File: src/rtl/frame_save_pkg.sv
// Shared state encoding and default constants for the frame-to-SD save controller.
package frame_save_pkg;

  typedef enum logic [2:0] {
    ST_IDLE    = 3'd0,
    ST_ARM     = 3'd1,
    ST_ISSUE   = 3'd2,
    ST_WAIT_HI = 3'd3,
    ST_WAIT_LO = 3'd4,
    ST_NEXT    = 3'd5,
    ST_DONE    = 3'd6,
    ST_ERR     = 3'd7
  } state_e;

  localparam logic [31:0] DEF_SECTOR_BASE = 32'd1000;
  localparam int unsigned DEF_SECTOR_NUM  = 32'd3600;
  localparam int unsigned DEF_BUSY_TMO    = 32'd1000;
  localparam int unsigned SEC_CNT_W       = 32'd12;

  // The SDRAM read port belongs to the SD writer only while sectors are being pushed.
  function automatic logic routes_sd(input state_e s);
    case (s)
      ST_ISSUE, ST_WAIT_HI, ST_WAIT_LO, ST_NEXT: routes_sd = 1'b1;
      default:                                   routes_sd = 1'b0;
    endcase
  endfunction

endpackage

File: src/rtl/frame_save_ctrl.sv
// Sequences one full-frame save to SD: waits for a frame boundary, then issues
// SECTOR_NUM sector writes, handshaking each one on wr_busy with a rise timeout.
module frame_save_ctrl
  import frame_save_pkg::*;
#(
  parameter logic [31:0] SECTOR_BASE = DEF_SECTOR_BASE,
  parameter int unsigned SECTOR_NUM  = DEF_SECTOR_NUM,
  parameter int unsigned BUSY_TMO    = DEF_BUSY_TMO
) (
  input  logic                 sys_clk,
  input  logic                 sys_rst,
  input  logic                 key_flag,
  input  logic                 sd_init_end,
  input  logic                 frame_start,
  input  logic                 wr_busy,
  output logic                 wr_en,
  output logic [31:0]          wr_addr,
  output logic                 src_sel,
  output logic [SEC_CNT_W-1:0] sec_cnt,
  output logic                 save_done,
  output logic                 save_err
);

  localparam int unsigned TMO_W = (BUSY_TMO > 32'd1) ? $clog2(BUSY_TMO) : 32'd1;
  localparam logic [TMO_W-1:0]     TMO_LAST  = TMO_W'(BUSY_TMO - 32'd1);
  localparam logic [TMO_W-1:0]     TMO_ONE   = TMO_W'(32'd1);
  localparam logic [SEC_CNT_W-1:0] SEC_TOTAL = SEC_CNT_W'(SECTOR_NUM);

  state_e                 state_q, state_d;
  logic                   wr_en_q, wr_en_d;
  logic [31:0]            wr_addr_q, wr_addr_d;
  logic                   src_sel_q, src_sel_d;
  logic [SEC_CNT_W-1:0]   sec_cnt_q, sec_cnt_d;
  logic                   save_done_q, save_done_d;
  logic                   save_err_q, save_err_d;
  logic [TMO_W-1:0]       tmo_q, tmo_d;

  // Next-state and next-output computation for the save sequencer.
  always_comb begin
    state_d     = state_q;
    wr_en_d     = 1'b0;
    wr_addr_d   = wr_addr_q;
    sec_cnt_d   = sec_cnt_q;
    save_err_d  = save_err_q;
    tmo_d       = tmo_q;

    case (state_q)
      ST_IDLE: begin
        if (key_flag && sd_init_end) begin
          state_d    = ST_ARM;
          save_err_d = 1'b0;
          sec_cnt_d  = '0;
        end else begin
          state_d = ST_IDLE;
        end
      end
      ST_ARM: begin
        if (frame_start) begin
          state_d = ST_ISSUE;
        end else begin
          state_d = ST_ARM;
        end
      end
      ST_ISSUE: begin
        // A writer still busy from the previous sector must drain before the next start.
        if (!wr_busy) begin
          wr_en_d   = 1'b1;
          wr_addr_d = SECTOR_BASE + 32'(sec_cnt_q);
          tmo_d     = '0;
          state_d   = ST_WAIT_HI;
        end else begin
          state_d = ST_ISSUE;
        end
      end
      ST_WAIT_HI: begin
        if (wr_busy) begin
          state_d = ST_WAIT_LO;
        end else if (tmo_q >= TMO_LAST) begin
          state_d    = ST_ERR;
          save_err_d = 1'b1;
        end else begin
          tmo_d = tmo_q + TMO_ONE;
        end
      end
      ST_WAIT_LO: begin
        if (!wr_busy) begin
          state_d = ST_NEXT;
        end else begin
          state_d = ST_WAIT_LO;
        end
      end
      ST_NEXT: begin
        sec_cnt_d = sec_cnt_q + 12'd1;
        if (sec_cnt_d == SEC_TOTAL) begin
          state_d = ST_DONE;
        end else begin
          state_d = ST_ISSUE;
        end
      end
      ST_DONE: state_d = ST_IDLE;
      ST_ERR:  state_d = ST_IDLE;
      default: state_d = ST_IDLE;
    endcase

    save_done_d = (state_d == ST_DONE);
    src_sel_d   = routes_sd(state_d);
  end

  // State and registered outputs, with synchronous reset abandoning any save.
  always_ff @(posedge sys_clk) begin
    if (sys_rst) begin
      state_q     <= ST_IDLE;
      wr_en_q     <= 1'b0;
      wr_addr_q   <= 32'd0;
      src_sel_q   <= 1'b0;
      sec_cnt_q   <= '0;
      save_done_q <= 1'b0;
      save_err_q  <= 1'b0;
      tmo_q       <= '0;
    end else begin
      state_q     <= state_d;
      wr_en_q     <= wr_en_d;
      wr_addr_q   <= wr_addr_d;
      src_sel_q   <= src_sel_d;
      sec_cnt_q   <= sec_cnt_d;
      save_done_q <= save_done_d;
      save_err_q  <= save_err_d;
      tmo_q       <= tmo_d;
    end
  end

  assign wr_en     = wr_en_q;
  assign wr_addr   = wr_addr_q;
  assign src_sel   = src_sel_q;
  assign sec_cnt   = sec_cnt_q;
  assign save_done = save_done_q;
  assign save_err  = save_err_q;

endmodule

File: config.mk
export PLATFORM = sky130hd
export DESIGN_NAME = frame_save_ctrl
export DESIGN_NICKNAME = d
export VERILOG_FILES = /design/src/rtl/frame_save_pkg.sv /design/src/rtl/frame_save_ctrl.sv
export SDC_FILE = /design/constraint.sdc
export NUM_CORES = 1
export LEC_CHECK = 0
export ABC_CLOCK_PERIOD_IN_PS = 2300
export CAP_MARGIN = 20
export CORE_AREA = 2 2 73 75
export DETAILED_ROUTE_END_ITERATION = 7
export DIE_AREA = 0 0 75 77
export PLACE_DENSITY = 0.76
export SETUP_SLACK_MARGIN = 0.1
export SKIP_LAST_GASP = 1
export SLEW_MARGIN = 20
export SYNTH_ARGS = -nofsm -noshare
export SYNTH_HDL_FRONTEND = slang
export SYNTH_SLANG_ARGS = --single-unit
File: constraint.sdc
create_clock -name sys_clk -period 2.3 [get_ports sys_clk]
set_clock_uncertainty 0.2 [all_clocks]
set_input_delay 0.69 -clock sys_clk [delete_from_list [all_inputs] [get_ports sys_clk]]
set_output_delay 0.69 -clock sys_clk [all_outputs]
set_load 0.005 [all_outputs]
==> metrics.txt, run 1 <==
synth-to-layout area growth=23.94%; ys flop type=sky130_fd_sc_hd__dfxtp_1; measured slew at the worst slew-check pin=between 0.5 and 0.6 ns; first-pass GRT wire length=about 8.6 mm; total track usage=between 10% and 20%; antenna violation net count after detailed routing=0; Pwr per Cell Area=roughly 470 nW/µm²; Cells after Synth=between 200 and 300; max-slew violation total from the final report=0; CTS Root Cell=sky130_fd_sc_hd__clkbuf_8; pin count of the biggest net entering global routing=14; count of cell types in the netlist=54; number of flops mapped to enable cells by yosys=0; Final Wtd Congestion=around 0.90; Leak Pwr=around 1.1 nW; VDD IR-drop max=between 0.4 and 0.5 mV; number of hold-repair buffers added at the cts stage=0; clock sinks=42; RSZ-0062 raised after global routing=no; element type at the critical path start=register; number of antenna repair diodes=0; Worst Setup SP=sec_cnt[0]; count of standard-cell rows=26; crit end category=output port; top-level port count=54; reg-to-reg startpoint=sec_cnt[4]; critical path arrival=around 1.3 ns; area share of the largest cell type after synthesis=between 30% and 40%; number of storage elements in the synthesis netlist=42; buffer depth of the longest clock path=2; area of placed instances=2794 µm²; Register-to-Register Setup Slack=0.24 ns; clock transition at the register clock pins on the worst setup and hold paths after CTS=about 0.080 ns; number of buffers created by CTS=5; required time of the worst setup path=around 1.4 ns; Avg WL per Cell=12.85 µm; library cell with the largest summed area after synthesis=sky130_fd_sc_hd__dfxtp_1; number of antenna violations at the first check in global routing=0; number of vias in the routed layout=2043; cell area after synthesis=roughly 2400 µm²; reg-to-reg critical path endpoint=src_sel; Slew Limit Headroom=about 64%; final global-route overflow total=0; peak clock frequency supported by timing=between 400 and 500 MHz; worst hold-check path type=register to register; Final HPWL DP=3.767 mm; max-capacitance violation count=0; crit path max fanout=8; routed via count divided by cell count=~5; endpoint of the worst setup timing path=sec_cnt[0]; TritonCTS clock tree=yes; vias in the first global route=1894; final layout net count=between 300 and 400; Synthesis Warnings=0; Area contributors post-synth=sky130_fd_sc_hd__dfxtp_1, sky130_fd_sc_hd__buf_4, sky130_fd_sc_hd__nor2_1, sky130_fd_sc_hd__xnor2_1, sky130_fd_sc_hd__mux2i_1; H-Tree Depth=2; Iter 0 DRT Violations=between 100 and 150; share of synthesized registers carrying an async set or reset=0%; CP Class=register to output port; final count of hold timing violations=0; width of the chip=around 75 µm; DRC=0; die outline area=~5800 µm²; insertion delay of the later-clocked pin in the worst-skew pair=about 0.30 ns; final setup violation count=0; area of the core=around 5000 µm²; count of port buffers added during placement=34; Final Cycle Share=93.65%; sequential-to-total area share from yosys stat=35.28%; floorplan die height=77 µm; status=complete, no violations; time the final worst path needs with I/O delays and setup=2.154 ns; detailed-routing iteration count for the pre-antenna-repair pass=4; mean post-synth cell area=~8.5 µm²; effective utilization at floorplan=between 40 and 50%; FF-to-FF path depth=7; sum of routed wire length over all layers=about 5 mm; overall power after layout=1.395 mW; proportion of layout cells with a drive suffix above 1=roughly 17%; final design area excluding fillers=slightly below 3000 µm²
==> logic make-up after synthesis <==
family          after synthesis  synth area share (%)
buf+inv                      45                 11.81
mux                           8                 3.360
compound gates               48                 13.91
simple gates                115                 26.40
fa+ha+maj                     4                 2.100
other cells                   1                0.1573
xor+xnor                     19                 6.982
flops                        42                 35.28
==> worst min path at each step <==
stage / to / startpoint / cells after the start
3_5_place_dp: wr_addr[12] / wr_addr[12] / 2
2_1_floorplan: tmo_q[9] / tmo_q[9] / 2
4_1_cts: wr_addr[12] / wr_addr[12] / 2
5_1_grt: wr_addr[12] / wr_addr[12] / 2
3_3_place_gp: wr_addr[12] / wr_addr[12] / 2
6_report: wr_addr[12] / wr_addr[12] / 2
==> cells in the mapped netlist (3+ instances only) <==
cell type and number:
sky130_fd_sc_hd__dfxtp_1 42, sky130_fd_sc_hd__nor2_1 41, sky130_fd_sc_hd__buf_4 23, sky130_fd_sc_hd__nand2_1 21, sky130_fd_sc_hd__a21oi_1 13, sky130_fd_sc_hd__xnor2_1 13, sky130_fd_sc_hd__buf_2 9, sky130_fd_sc_hd__nor3_1 9
sky130_fd_sc_hd__mux2i_1 8, sky130_fd_sc_hd__o21ai_0 8, sky130_fd_sc_hd__nand3_1 7, sky130_fd_sc_hd__a211oi_1 6, sky130_fd_sc_hd__xor2_1 6, sky130_fd_sc_hd__inv_1 5, sky130_fd_sc_hd__and3_1 4, sky130_fd_sc_hd__clkbuf_1 4
sky130_fd_sc_hd__ha_1 4, sky130_fd_sc_hd__nand3b_1 4, sky130_fd_sc_hd__nand4_1 4, sky130_fd_sc_hd__or3_1 4, sky130_fd_sc_hd__a311oi_1 3, sky130_fd_sc_hd__a31oi_1 3, sky130_fd_sc_hd__nor4_1 3
==> stage by stage <==
step	setup slack, ns	utilization, %	setup TNS, ns	hold WS (ns)	cells
after floorplan	0.2013	-	0	0.2407	300
after global placement	-0.2270	56.13	-0.8332	0.2486	388
after detailed placement	-0.2838	56.13	-1.429	0.2555	388
final	0.1460	59.35	0	0.2649	398
after CTS	0.1025	58.97	0	0.2685	398
after global routing	0.1035	59.35	0	0.2787	398
==> final cells by class <==
cell class | count | area, µm²
clock buffer | 8 | 110.1
fill | 444 | 2023
inverter | 7 | 26.28
multi-input combinational | 213 | 1334
sequential | 42 | 863.3
tap | 70 | 87.58
timing repair buffer | 58 | 533.0
==> cells in the final DEF (no fill, tap or decap), types with 2 or more instances in the layout <==
cell                               n
sky130_fd_sc_hd__a21o_1            2
sky130_fd_sc_hd__a2bb2oi_1         2
sky130_fd_sc_hd__a211oi_1          6
sky130_fd_sc_hd__nand4_1           4
sky130_fd_sc_hd__clkbuf_8          8
sky130_fd_sc_hd__conb_1           19
sky130_fd_sc_hd__buf_4            22
sky130_fd_sc_hd__a31oi_1           3
sky130_fd_sc_hd__nand2_1          21
sky130_fd_sc_hd__xnor2_1          13
sky130_fd_sc_hd__a311oi_1          3
sky130_fd_sc_hd__dfxtp_4           4
sky130_fd_sc_hd__dlymetal6s2s_1    2
sky130_fd_sc_hd__nand3b_1          4
sky130_fd_sc_hd__and3_1            4
sky130_fd_sc_hd__buf_6             2
sky130_fd_sc_hd__mux2i_1           8
sky130_fd_sc_hd__or3_1             4
sky130_fd_sc_hd__nor3_2            2
sky130_fd_sc_hd__nor3_1            8
sky130_fd_sc_hd__nor3b_1           2
sky130_fd_sc_hd__o21ai_0           8
sky130_fd_sc_hd__inv_2             2
sky130_fd_sc_hd__a21oi_1          13
sky130_fd_sc_hd__o21ai_1           2
sky130_fd_sc_hd__clkdlybuf4s50_1  32
sky130_fd_sc_hd__a22oi_1           2
sky130_fd_sc_hd__nor4_1            3
sky130_fd_sc_hd__nor2_1           41
sky130_fd_sc_hd__ha_1              4
sky130_fd_sc_hd__xor2_1            6
sky130_fd_sc_hd__nand3_1           7
sky130_fd_sc_hd__dfxtp_1          32
sky130_fd_sc_hd__inv_1             5
sky130_fd_sc_hd__dfxtp_2           6
==> state kept, by name, indices dropped and copies added, names as in the netlist <==
signal     count
wr_addr       13
save_err       1
src_sel        1
sec_cnt       12
state_q        3
tmo_q         10
save_done      1
wr_en          1
==> metal layers <==
metal / vias up / global-route usage, % / routed length (µm)
li1: 1025 / - / -
met2: 49 / 30.35 / 2348
met3: 8 / 4.468 / 247
met1: 961 / 23.96 / 2416
met4: 0 / 8.214 / 101
met5: - / 0 / 0
==> worst max-delay path, stage by stage, from the launching register on <==
cell	delay (ns)
sky130_fd_sc_hd__dfxtp_2	0.35
sky130_fd_sc_hd__buf_6	0.13
sky130_fd_sc_hd__clkdlybuf4s50_1	0.50
==> power breakdown <==
| group | total (mW) | switching [mW] | leakage, nW | internal, mW |
|---|---|---|---|---|
| Sequential | 0.737 | 0.00689 | 0.345 | 0.730 |
| Clock | 0.556 | 0.253 | 0.0575 | 0.303 |
| Combinational | 0.103 | 0.0569 | 0.733 | 0.0458 |
==> timing repair <==
item | CTS | global route
setup endpoints to repair | 11 | 12
setup buffers | 2 | 0
gates resized for setup | 10 | 8
pin swaps | 1 | 0
Note: power is estimated with default switching activity, not from simulation.
==> run 2, diff against run 1 <==
--- a/config.mk
+++ b/config.mk
@@ -7,10 +7,11 @@
 export LEC_CHECK = 0
 export ABC_CLOCK_PERIOD_IN_PS = 2300
 export CAP_MARGIN = 20
-export CORE_AREA = 2 2 73 75
+export CORE_AREA = 2 2 81 83
 export DETAILED_ROUTE_END_ITERATION = 7
-export DIE_AREA = 0 0 75 77
-export PLACE_DENSITY = 0.76
+export DIE_AREA = 0 0 83 85
+export PLACE_DENSITY = 0.63
+export REMOVE_ABC_BUFFERS = 1
 export SETUP_SLACK_MARGIN = 0.1
 export SKIP_LAST_GASP = 1
 export SLEW_MARGIN = 20
==> metrics.txt, run 2 (same netlist as run 1, synthesis figures left out) <==
status=complete, no violations; critical path arrival=1.29 ns (+0.03 ns); total track usage=15.35% (-3.7 points); final design area excluding fillers=2995 µm² (+1.4%); clock sinks=42 (unchanged); switching power summed over all nets=327.0 µW (+3.3%); detailed-routing iteration count for the pre-antenna-repair pass=4 (unchanged); Iter 0 DRT Violations=70 (-33%); final count of hold timing violations=0 (unchanged); width of the chip=83 µm (+11%); number of vias in the routed layout=2016 (-1.3%); DRC=0 (unchanged); effective utilization at floorplan=38.42% (-9.5 points); Slew Limit Headroom=62.79% (-0.73 points); peak clock frequency supported by timing=459.7 MHz (-0.97%); clock transition at the register clock pins on the worst setup and hold paths after CTS=0.08 ns (about the same); most frequent standard cell in the layout excluding fill and tap cells=sky130_fd_sc_hd__nor2_1; final global-route overflow total=0 (unchanged); H-Tree Depth=2 (unchanged); Final Wtd Congestion=0.8929 (-0.73%); insertion delay of the later-clocked pin in the worst-skew pair=0.30 ns (about the same); max-capacitance violation count=0 (unchanged); VDD IR-drop max=0.3654 mV (-9.9%); most frequent cells in the layout=sky130_fd_sc_hd__nor2_1, sky130_fd_sc_hd__dfxtp_1, sky130_fd_sc_hd__clkdlybuf4s50_1; worst path setup slack after routing=0.1248 ns (-0.02121 ns); switching portion of total power=22.87% (+0.19 points); number of buffers created by CTS=5 (unchanged); minimum setup slack after placement=-0.1564 ns (+0.1274 ns); RSZ-0062 raised after global routing=yes; crit path max fanout=7 (-1); Final Cycle Share=94.57% (+0.92 points); number of hold-repair buffers added at the cts stage=0 (unchanged); buffer depth of the longest clock path=2 (unchanged); first-pass GRT wire length=8.921 mm (+4.0%); TritonCTS clock tree=yes; number of antenna repair diodes=0 (unchanged); vias in the first global route=1871 (-1.2%); measured slew at the worst slew-check pin=0.5531 ns (+0.01086 ns); pin count of the biggest net entering global routing=16 (+2); worst hold-check path type=register to register; max reg flops=13 (unchanged); element type at the critical path start=register; count of standard-cell rows=29 (+12%); sum of routed wire length over all layers=5.222 mm (+2.1%); count of port buffers added during placement=34 (unchanged); final setup violation count=0 (unchanged); Final HPWL DP=3.826 mm (+1.6%); Finished Core Util=48.28% (-11 points); final layout net count=340 (+0.89%); routed via count divided by cell count=4.941 (-3.7%); crit end category=output port; CP Class=register to output port; area of the core=6205 µm² (+25%); antenna violation net count after detailed routing=0 (unchanged); proportion of layout cells with a drive suffix above 1=17.52% (+0.14 points); synth-to-layout area growth=25.67%; area of placed instances=2830 µm² (+1.3%); Leak Pwr=1.140 nW (+0.39%); number of antenna violations at the first check in global routing=0 (unchanged); Internal Pwr Total=1.102 mW (+2.2%); Pwr per Cell Area=477.2 nW/µm² (+1.0%); time the final worst path needs with I/O delays and setup=2.175 ns (+0.02121 ns); floorplan die height=85 µm (+10%); CTS Root Cell=sky130_fd_sc_hd__clkbuf_8; share of total power in the clock network=41.0% (+1.2 points); max-slew violation total from the final report=0 (unchanged); Setup TNS Final=0 ns (unchanged); top-level port count=54 (unchanged); die outline area=7055 µm² (+22%); sequential cell fraction of total power=51.5% (-1.3 points); combinational group share of total power=7.5% (about the same); required time of the worst setup path=1.41 ns (about the same); Avg WL per Cell=12.80 µm (-0.39%)
-- run 2: cell types whose count changed in the layout (fill, tap and decap cells not counted), sizes merged --
cell / change
buf: +3
clkbuf: -2
bufinv: +1
clkinvlp: +1
dlygate4sd2: +1
dlymetal6s2s: -1
-- run 2: critical path: stages (launching register included) --
cell and delay, ns:
sky130_fd_sc_hd__dfxtp_4 0.35, sky130_fd_sc_hd__buf_4 0.14, sky130_fd_sc_hd__clkdlybuf4s50_1 0.51
-- run 2: area by class of cell --
class,count,area (µm²)
clock buffers,6,72.57
clock inverters,2,37.54
fillers,627,3209
inverters,7,26.28
multi-input cells,213,1340
flip-flops and latches,42,862.1
well taps,77,96.34
repair buffers,61,560.5
-- run 2: repair_timing --
action                                  in CTS  in global routing
gates resized for setup                     12                  5
endpoints found under the setup margin      10                 12
setup buffers                                0                  3
-- run 2: stage by stage --
step           total power, mW  hold WS [ns]  std cells
2_1_floorplan           0.8075        0.2407        262
3_3_place_gp            0.8641        0.2482        397
3_5_place_dp            0.8643        0.2509        397
4_1_cts                  1.453        0.2646        405
5_1_grt                  1.499        0.2939        408
6_report                 1.429        0.2649        408
-- run 2: worst paths after layout --
check | from | endpoint | slack, ns | depth (start not counted)
setup / recovery | sec_cnt[3] | sec_cnt[3] | 0.12 | 2
setup reg to reg | sec_cnt[3] | wr_addr[11] | 0.26 | 7
hold / removal | wr_addr[12] | wr_addr[12] | 0.26 | 2
hold reg to reg | wr_addr[12] | wr_addr[12] | 0.26 | 2
-- run 2: metal layers --
layer,up-vias,part of all wire [%],GRT usage [%]
met3,8,4.6,3.502
met1,916,49,21.18
li1,1036,-,-
met4,0,1.4,4.918
met5,-,0,0
met2,56,45,23.90
-- run 2: power groups by stage --
stage	sequential [mW]	clock, mW	combinational, mW
finish	0.737	0.586	0.107
global route	0.738	0.642	0.118
CTS	0.740	0.607	0.106
detailed placement	0.759	0	0.106
global placement	0.759	0	0.105
floorplan	0.760	0	0.0471
==> run 3, diff against run 2 <==
--- a/config.mk
+++ b/config.mk
@@ -5,12 +5,14 @@
 export SDC_FILE = /design/constraint.sdc
 export NUM_CORES = 1
 export LEC_CHECK = 0
+export ABC_AREA = 1
 export ABC_CLOCK_PERIOD_IN_PS = 2300
 export CAP_MARGIN = 20
-export CORE_AREA = 2 2 81 83
+export CORE_AREA = 2 2 72 74
 export DETAILED_ROUTE_END_ITERATION = 7
-export DIE_AREA = 0 0 83 85
-export PLACE_DENSITY = 0.63
+export DIE_AREA = 0 0 74 76
+export PLACE_DENSITY = 0.76
+export RECOVER_POWER = 50
 export REMOVE_ABC_BUFFERS = 1
 export SETUP_SLACK_MARGIN = 0.1
 export SKIP_LAST_GASP = 1
==> metrics.txt, run 3 <==
number of antenna repair diodes=0 (unchanged); synth-to-layout area growth=22.53%; switching power summed over all nets=328.5 µW (+0.47%); Pwr per Cell Area=476.8 nW/µm² (about the same); multi-input gate area in the final layout=1237 µm² (-7.7%); required time of the worst setup path=1.41 ns (about the same); CP Class=register to output port; clock sinks=42 (unchanged); top cell types by occurrence after synthesis=sky130_fd_sc_hd__nand2_1, sky130_fd_sc_hd__dfxtp_1, sky130_fd_sc_hd__inv_1, sky130_fd_sc_hd__nor2_1, sky130_fd_sc_hd__nand3_1; final setup violation count=0 (unchanged); minimum setup slack after placement=-0.1317 ns (+0.02464 ns); share of synthesized registers carrying an async set or reset=0% (unchanged); Internal Pwr Total=1.031 mW (-6.5%); number of hold-repair buffers added at the cts stage=0 (unchanged); Final Wtd Congestion=0.9635 (+7.9%); first-pass GRT wire length=8.280 mm (-7.2%); total track usage=18.49% (+3.1 points); RSZ-0062 raised after global routing=yes; count of port buffers added during placement=34 (unchanged); vias in the first global route=1826 (-2.4%); die outline area=5624 µm² (-20%); number of filler cells placed in the layout=475 (-24%); final count of hold timing violations=0 (unchanged); number of buffers created by CTS=5 (unchanged); max-capacitance violation count=0 (unchanged); share of total power in the clock network=36.4% (-4.6 points); pin count of the biggest net entering global routing=20 (+4); overall power after layout=1.360 mW (-4.9%); insertion delay of the later-clocked pin in the worst-skew pair=0.30 ns (about the same); most frequent standard cell in the layout excluding fill and tap cells=sky130_fd_sc_hd__nand2_1; sequential-to-total area share from yosys stat=36.13% (+0.85 points); Finished Core Util=58.05% (+9.8 points); switching portion of total power=24.16% (+1.3 points); final global-route overflow total=0 (unchanged); Setup TNS Final=0 ns (unchanged); sequential cell fraction of total power=55.1% (+3.6 points); antenna violation net count after detailed routing=0 (unchanged); critical path cell sequence=clkdlybuf4s50_1; peak clock frequency supported by timing=464.4 MHz (+1.0%); crit path max fanout=9 (+2); status=complete, no violations; max-slew violation total from the final report=0 (unchanged); floorplan die height=76 µm (-11%); Iter 0 DRT Violations=101 (+44%); detailed-routing iteration count for the pre-antenna-repair pass=4 (unchanged); Worst path top cell family by delay=buffers and inverters; number of buffers and inverters on the critical path=1 (-1); time the final worst path needs with I/O delays and setup=2.153 ns (-0.02187 ns); H-Tree Depth=2 (unchanged); delay contributed by the slowest stage of the critical path=0.53 ns (+0.02 ns); ys flop type=sky130_fd_sc_hd__dfxtp_1; area of the core=4912 µm² (-21%); number of storage elements in the synthesis netlist=42 (unchanged); Avg WL per Cell=11.18 µm (-13%); mean post-synth cell area=7.031 µm² (-17%); clock transition at the register clock pins on the worst setup and hold paths after CTS=0.08 ns (about the same); Worst path slowest cell=sky130_fd_sc_hd__clkdlybuf4s50_1; proportion of layout cells with a drive suffix above 1=14.47% (-3.0 points); critical path arrival=1.26 ns (-0.03 ns); element type at the critical path start=register; TritonCTS clock tree=yes; Synthesis Warnings=0 (unchanged); final layout net count=389 (+14%); Cells after Synth=331 (+17%); count of standard-cell rows=26 (-10%); top-count cell post-synth=sky130_fd_sc_hd__nand2_1; Leak Pwr=1.203 nW (+5.5%); sum of routed wire length over all layers=5.030 mm (-3.7%); FF+latch area=848.3 µm² (-1.6%); area share of the largest cell type after synthesis=36.13% (+0.85 points); number of antenna violations at the first check in global routing=0 (unchanged); combinational group share of total power=8.5% (+1.0 points); Area contributors post-synth=sky130_fd_sc_hd__dfxtp_1, sky130_fd_sc_hd__nand2_1, sky130_fd_sc_hd__buf_4, sky130_fd_sc_hd__nand3_1, sky130_fd_sc_hd__a21oi_1; effective utilization at floorplan=47.38% (+9.0 points); number of vias in the routed layout=2147 (+6.5%); Final Cycle Share=93.62% (-0.95 points); buffer depth of the longest clock path=2 (unchanged); DRC=0 (unchanged); top-level port count=54 (unchanged); max reg flops=13 (unchanged); count of cell types in the netlist=36 (-33%); cell area after synthesis=2327 µm² (-2.4%); VDD IR-drop max=0.2300 mV (-37%); most frequent cells in the layout=sky130_fd_sc_hd__nand2_1, sky130_fd_sc_hd__dfxtp_1, sky130_fd_sc_hd__inv_1; number of standard cells in the layout, taps in and fillers out=450 (+10%); Final HPWL DP=3.901 mm (+2.0%); width of the chip=74 µm (-11%); number of flops mapped to enable cells by yosys=0 (unchanged); worst hold-check path type=register to register; crit end category=output port; CTS Root Cell=sky130_fd_sc_hd__clkbuf_8; routed via count divided by cell count=4.771 (-3.4%); instance count after placement with tap cells included=441 (+11%); library cell with the largest summed area after synthesis=sky130_fd_sc_hd__dfxtp_1; worst path setup slack after routing=0.1467 ns (+0.02187 ns)
run 3: cell count changes after synthesis, moves of 5 or more:
| cell | before | now |
|---|---|---|
| sky130_fd_sc_hd__a211oi_1 | 6 | 0 |
| sky130_fd_sc_hd__a21oi_1 | 13 | 25 |
| sky130_fd_sc_hd__buf_2 | 9 | 4 |
| sky130_fd_sc_hd__inv_1 | 5 | 32 |
| sky130_fd_sc_hd__mux2i_1 | 8 | 0 |
| sky130_fd_sc_hd__nand2_1 | 21 | 80 |
| sky130_fd_sc_hd__nand3_1 | 7 | 28 |
| sky130_fd_sc_hd__nor2_1 | 41 | 29 |
| sky130_fd_sc_hd__nor2_2 | 0 | 7 |
| sky130_fd_sc_hd__nor3_1 | 9 | 1 |
| sky130_fd_sc_hd__o21ai_0 | 8 | 15 |
| sky130_fd_sc_hd__xnor2_1 | 13 | 0 |
run 3: final timing paths:
kind / start / to / slack [ns] / cells past startpoint
setup / recovery: sec_cnt[2] / sec_cnt[2] / 0.15 / 1
hold / removal: wr_addr[3] / wr_addr[3] / 0.26 / 2
setup reg to reg: sec_cnt[0] / src_sel / 0.30 / 10
hold reg to reg: wr_addr[3] / wr_addr[3] / 0.26 / 2
run 3: metal layers:
layer	global-route usage [%]	wire length, µm
met1	27.04	2423
met2	25.89	2207
met3	3.836	255
met4	8.182	144
met5	0	0
run 3: per-stage QoR:
step / hold WS [ns] / instance area [µm²]
after CTS: 0.2692 / 2844
after global placement: 0.2514 / 2746
after detailed placement: 0.2493 / 2746
final: 0.2571 / 2851
after global routing: 0.2834 / 2851
after floorplan: 0.2399 / 2206
run 3: area by class of cell:
| class | count | area share, % |
|---|---|---|
| multi-input cells | 245 | 43.40 |
| flip-flops and latches | 42 | 29.75 |
| inverters | 35 | 4.651 |
| well taps | 70 | 3.072 |
| clock buffers | 6 | 2.896 |
| clock inverters | 2 | 0.4388 |
| repair buffers | 50 | 15.80 |
run 3: kinds of logic after synthesis:
| kind of cell | Yosys count | synth area share [%] |
|---|---|---|
| AOI/OAI and AO/OA | 50 | 12.42 |
| xor gates and xnor gates | 4 | 1.505 |
| adders and majority gates | 4 | 2.151 |
| buffers and inverters | 62 | 13.82 |
| DFF | 42 | 36.13 |
| other | 1 | 0.1611 |
| and+or+nand+nor | 168 | 33.82 |
run 3: what timing repair did:
action | 4_1_cts | 5_1_grt
pin swaps | 0 | 1
setup endpoints to repair | 2 | 14
gates resized for setup | 2 | 9
setup buffers | 0 | 1
run 3: power by group through the flow:
stage	Clock, mW	Combinational (mW)	Sequential (mW)
finish	0.495	0.116	0.749
global route	0.536	0.133	0.751
global placement	0	0.116	0.766
detailed placement	0	0.117	0.766
CTS	0.514	0.118	0.749
floorplan	0	0.0618	0.766
==> edit, RTL diff (config.mk and constraints of run 1) <==
The 8 states of `state_e` get a one-hot encoding in 8 bits.
--- a/src/rtl/frame_save_pkg.sv
+++ b/src/rtl/frame_save_pkg.sv
@@ -1,15 +1,15 @@
 // Shared state encoding and default constants for the frame-to-SD save controller.
 package frame_save_pkg;
 
-  typedef enum logic [2:0] {
-    ST_IDLE    = 3'd0,
-    ST_ARM     = 3'd1,
-    ST_ISSUE   = 3'd2,
-    ST_WAIT_HI = 3'd3,
-    ST_WAIT_LO = 3'd4,
-    ST_NEXT    = 3'd5,
-    ST_DONE    = 3'd6,
-    ST_ERR     = 3'd7
+  typedef enum logic [7:0] {
+    ST_IDLE    = 8'b00000001,
+    ST_ARM     = 8'b00000010,
+    ST_ISSUE   = 8'b00000100,
+    ST_WAIT_HI = 8'b00001000,
+    ST_WAIT_LO = 8'b00010000,
+    ST_NEXT    = 8'b00100000,
+    ST_DONE    = 8'b01000000,
+    ST_ERR     = 8'b10000000
   } state_e;
 
   localparam logic [31:0] DEF_SECTOR_BASE = 32'd1000;
Behaviour: no difference found for any inputs over 10 cycles, from zero or initial values and one cycle with sys_rst high; not proved beyond that.
==> edit against run 1 <==
  * Final cell count up 11%
  * Via count up 17%
  * Area after synthesis rose by 5.4%
  * Wire length up 15%
  * Utilization up 8.3 points
  * Fmax shrank 5.8%
  * Final area increased by 14%
  * Total power grew 10%
  * Critical path depth increased by 3
  * Setup slack lost 0.13 ns
  * Register-to-register slack got worse by 0.23 ns
  * Sequential cell count is 5 higher
  * Largest power group unchanged
  * Highest routed layer unchanged
==> edit: results (changes against run 1) <==
Route
  – Metal3 WL: 376 microns (+52%)
  – Metal2 WL: 2741 microns (+17%)
  – Max Used Layer: met4
  – First-pass detailed-route iteration total: 4 (unchanged)
  – WL/cell: 13.30 microns (+3.5%)
  – M1 WL: 2667 microns (+10%)
  – Initial DRC count: 128 (+23%)
  – Drt via density: 5.433 (+5.8%)

Final layout
  – Max FFs per register: 13 (unchanged)
  – Non-filler instance count after layout: 441 (+11%)
  – Ant diodes: 0 (unchanged)
  – Total Nets Final: 379 (+12%)
  – Layout cells sized above 1: 19.68% (+2.3 points)

Setup path
  – CP Data Arrival Time: 2.31 ns (+1.05 ns)
  – CP max stage delay: 0.58 ns (+0.08 ns)
  – Worst-path fanout max: 15 (+7)
  – CP max-delay cell: or4_4
  – Worst path top cell family by delay: simple AND/OR/NAND/NOR gates

CTS
  – Clock transition at path regs: 0.09 ns
  – Setup Buffers After CTS: 3 (+1)
  – Clock Latency Late Sink: 0.30 ns (about the same)
  – Post-CTS sizing: 13 (+3)

Synth
  – XOR/XNOR Fraction of Synth Area: 5.232% (-1.7 points)
  – Register area share after synthesis: 37.47% (+2.2 points)
  – Synth Area in Adders: 1.495% (-0.60 points)
  – Compound-Gate Fraction of Synth Area: 18.34% (+4.4 points)
  – Distinct cell type count after synthesis: 53 (-1.9%)
  – Cells after synthesis: 311 (+10%)
  – Mux contribution to synthesized area: 0.3986% (-3.0 points)
  – Area contributors post-synth: dfxtp_1, buf_4, a21oi_1
  – Synth top cells by count: dfxtp_1, nor2_1, nand2_1, a21oi_1, buf_4

Run status
  – Status: completed

Global routing
  – Initial antenna violation count: 0 (unchanged)
  – Vias in the first global route: 2106 (+11%)
  – Global-route wire length before repair: 9749 microns (+14%)
  – Largest net degree at the start of global routing: 47 (+33)
  – M2 GR Usage: 32.63% (+2.3 points)
  – Gr usage total: 21.14% (+2.1 points)
  – GR Layer Usage met1: 29.58% (+5.6 points)
  – M3 GR Usage: 4.205% (-0.26 points)

Pwr
  – Clk pwr: 0.000627 W (+13%)
  – Comb power: 0.0000870 W (-16%)
  – Max IR drop VDD: 0.0003493 V (-14%)
  – Total power: 0.001535 W (+10%)
  – Leakage: 1.363 nW (+20%)
  – Sw Pwr: 0.0003312 W (+4.6%)

Place
  – HPWL Detailed: 4088 microns (+8.5%)
  – RD Place Congestion: 0.8468 (-5.9%)
  – Placed cell count: 429 (+11%)
  – Post-Place Setup Slack: -0.2037 ns (+0.08007 ns)
  – Placed cell areas: 0.003094 sq mm (+11%)

STA
  – Max transition margin: 61.02% (-2.5 points)
edit: changes by cell type in the layout (fill, tap and decap cells not counted), moves of 4 or more:
| cell | change |
|---|---|
| nor2_1 | -11 |
| a21oi_1 | +9 |
| buf_4 | +8 |
| mux2i_1 | -7 |
| nor3_1 | +7 |
| nand2_1 | +6 |
| xnor2_1 | -6 |
| dfxtp_1 | +5 |
| buf_6 | +4 |
| clkdlybuf4s50_1 | -4 |
| dlymetal6s2s_1 | +4 |
| nand2b_1 | +4 |
edit: path summary, 6_finish.rpt:
check	from	end	slack, ns	cells after the start
setup / recovery	state_q[2]	sec_cnt[5]	0.01	5
hold / removal	wr_addr[2]	wr_addr[2]	0.26	2
setup reg to reg	state_q[2]	sec_cnt[5]	0.01	5
hold reg to reg	wr_addr[2]	wr_addr[2]	0.26	2
edit: final cells by class:
type                       count  area (sq um)
clock inverter                 2         35.03
tap                           70         87.58
multi-input combinational    237          1466
sequential                    47         955.9
fill                         408          1608
timing repair buffer          74         723.2
clock buffer                   6         82.58
inverter                       5         18.77
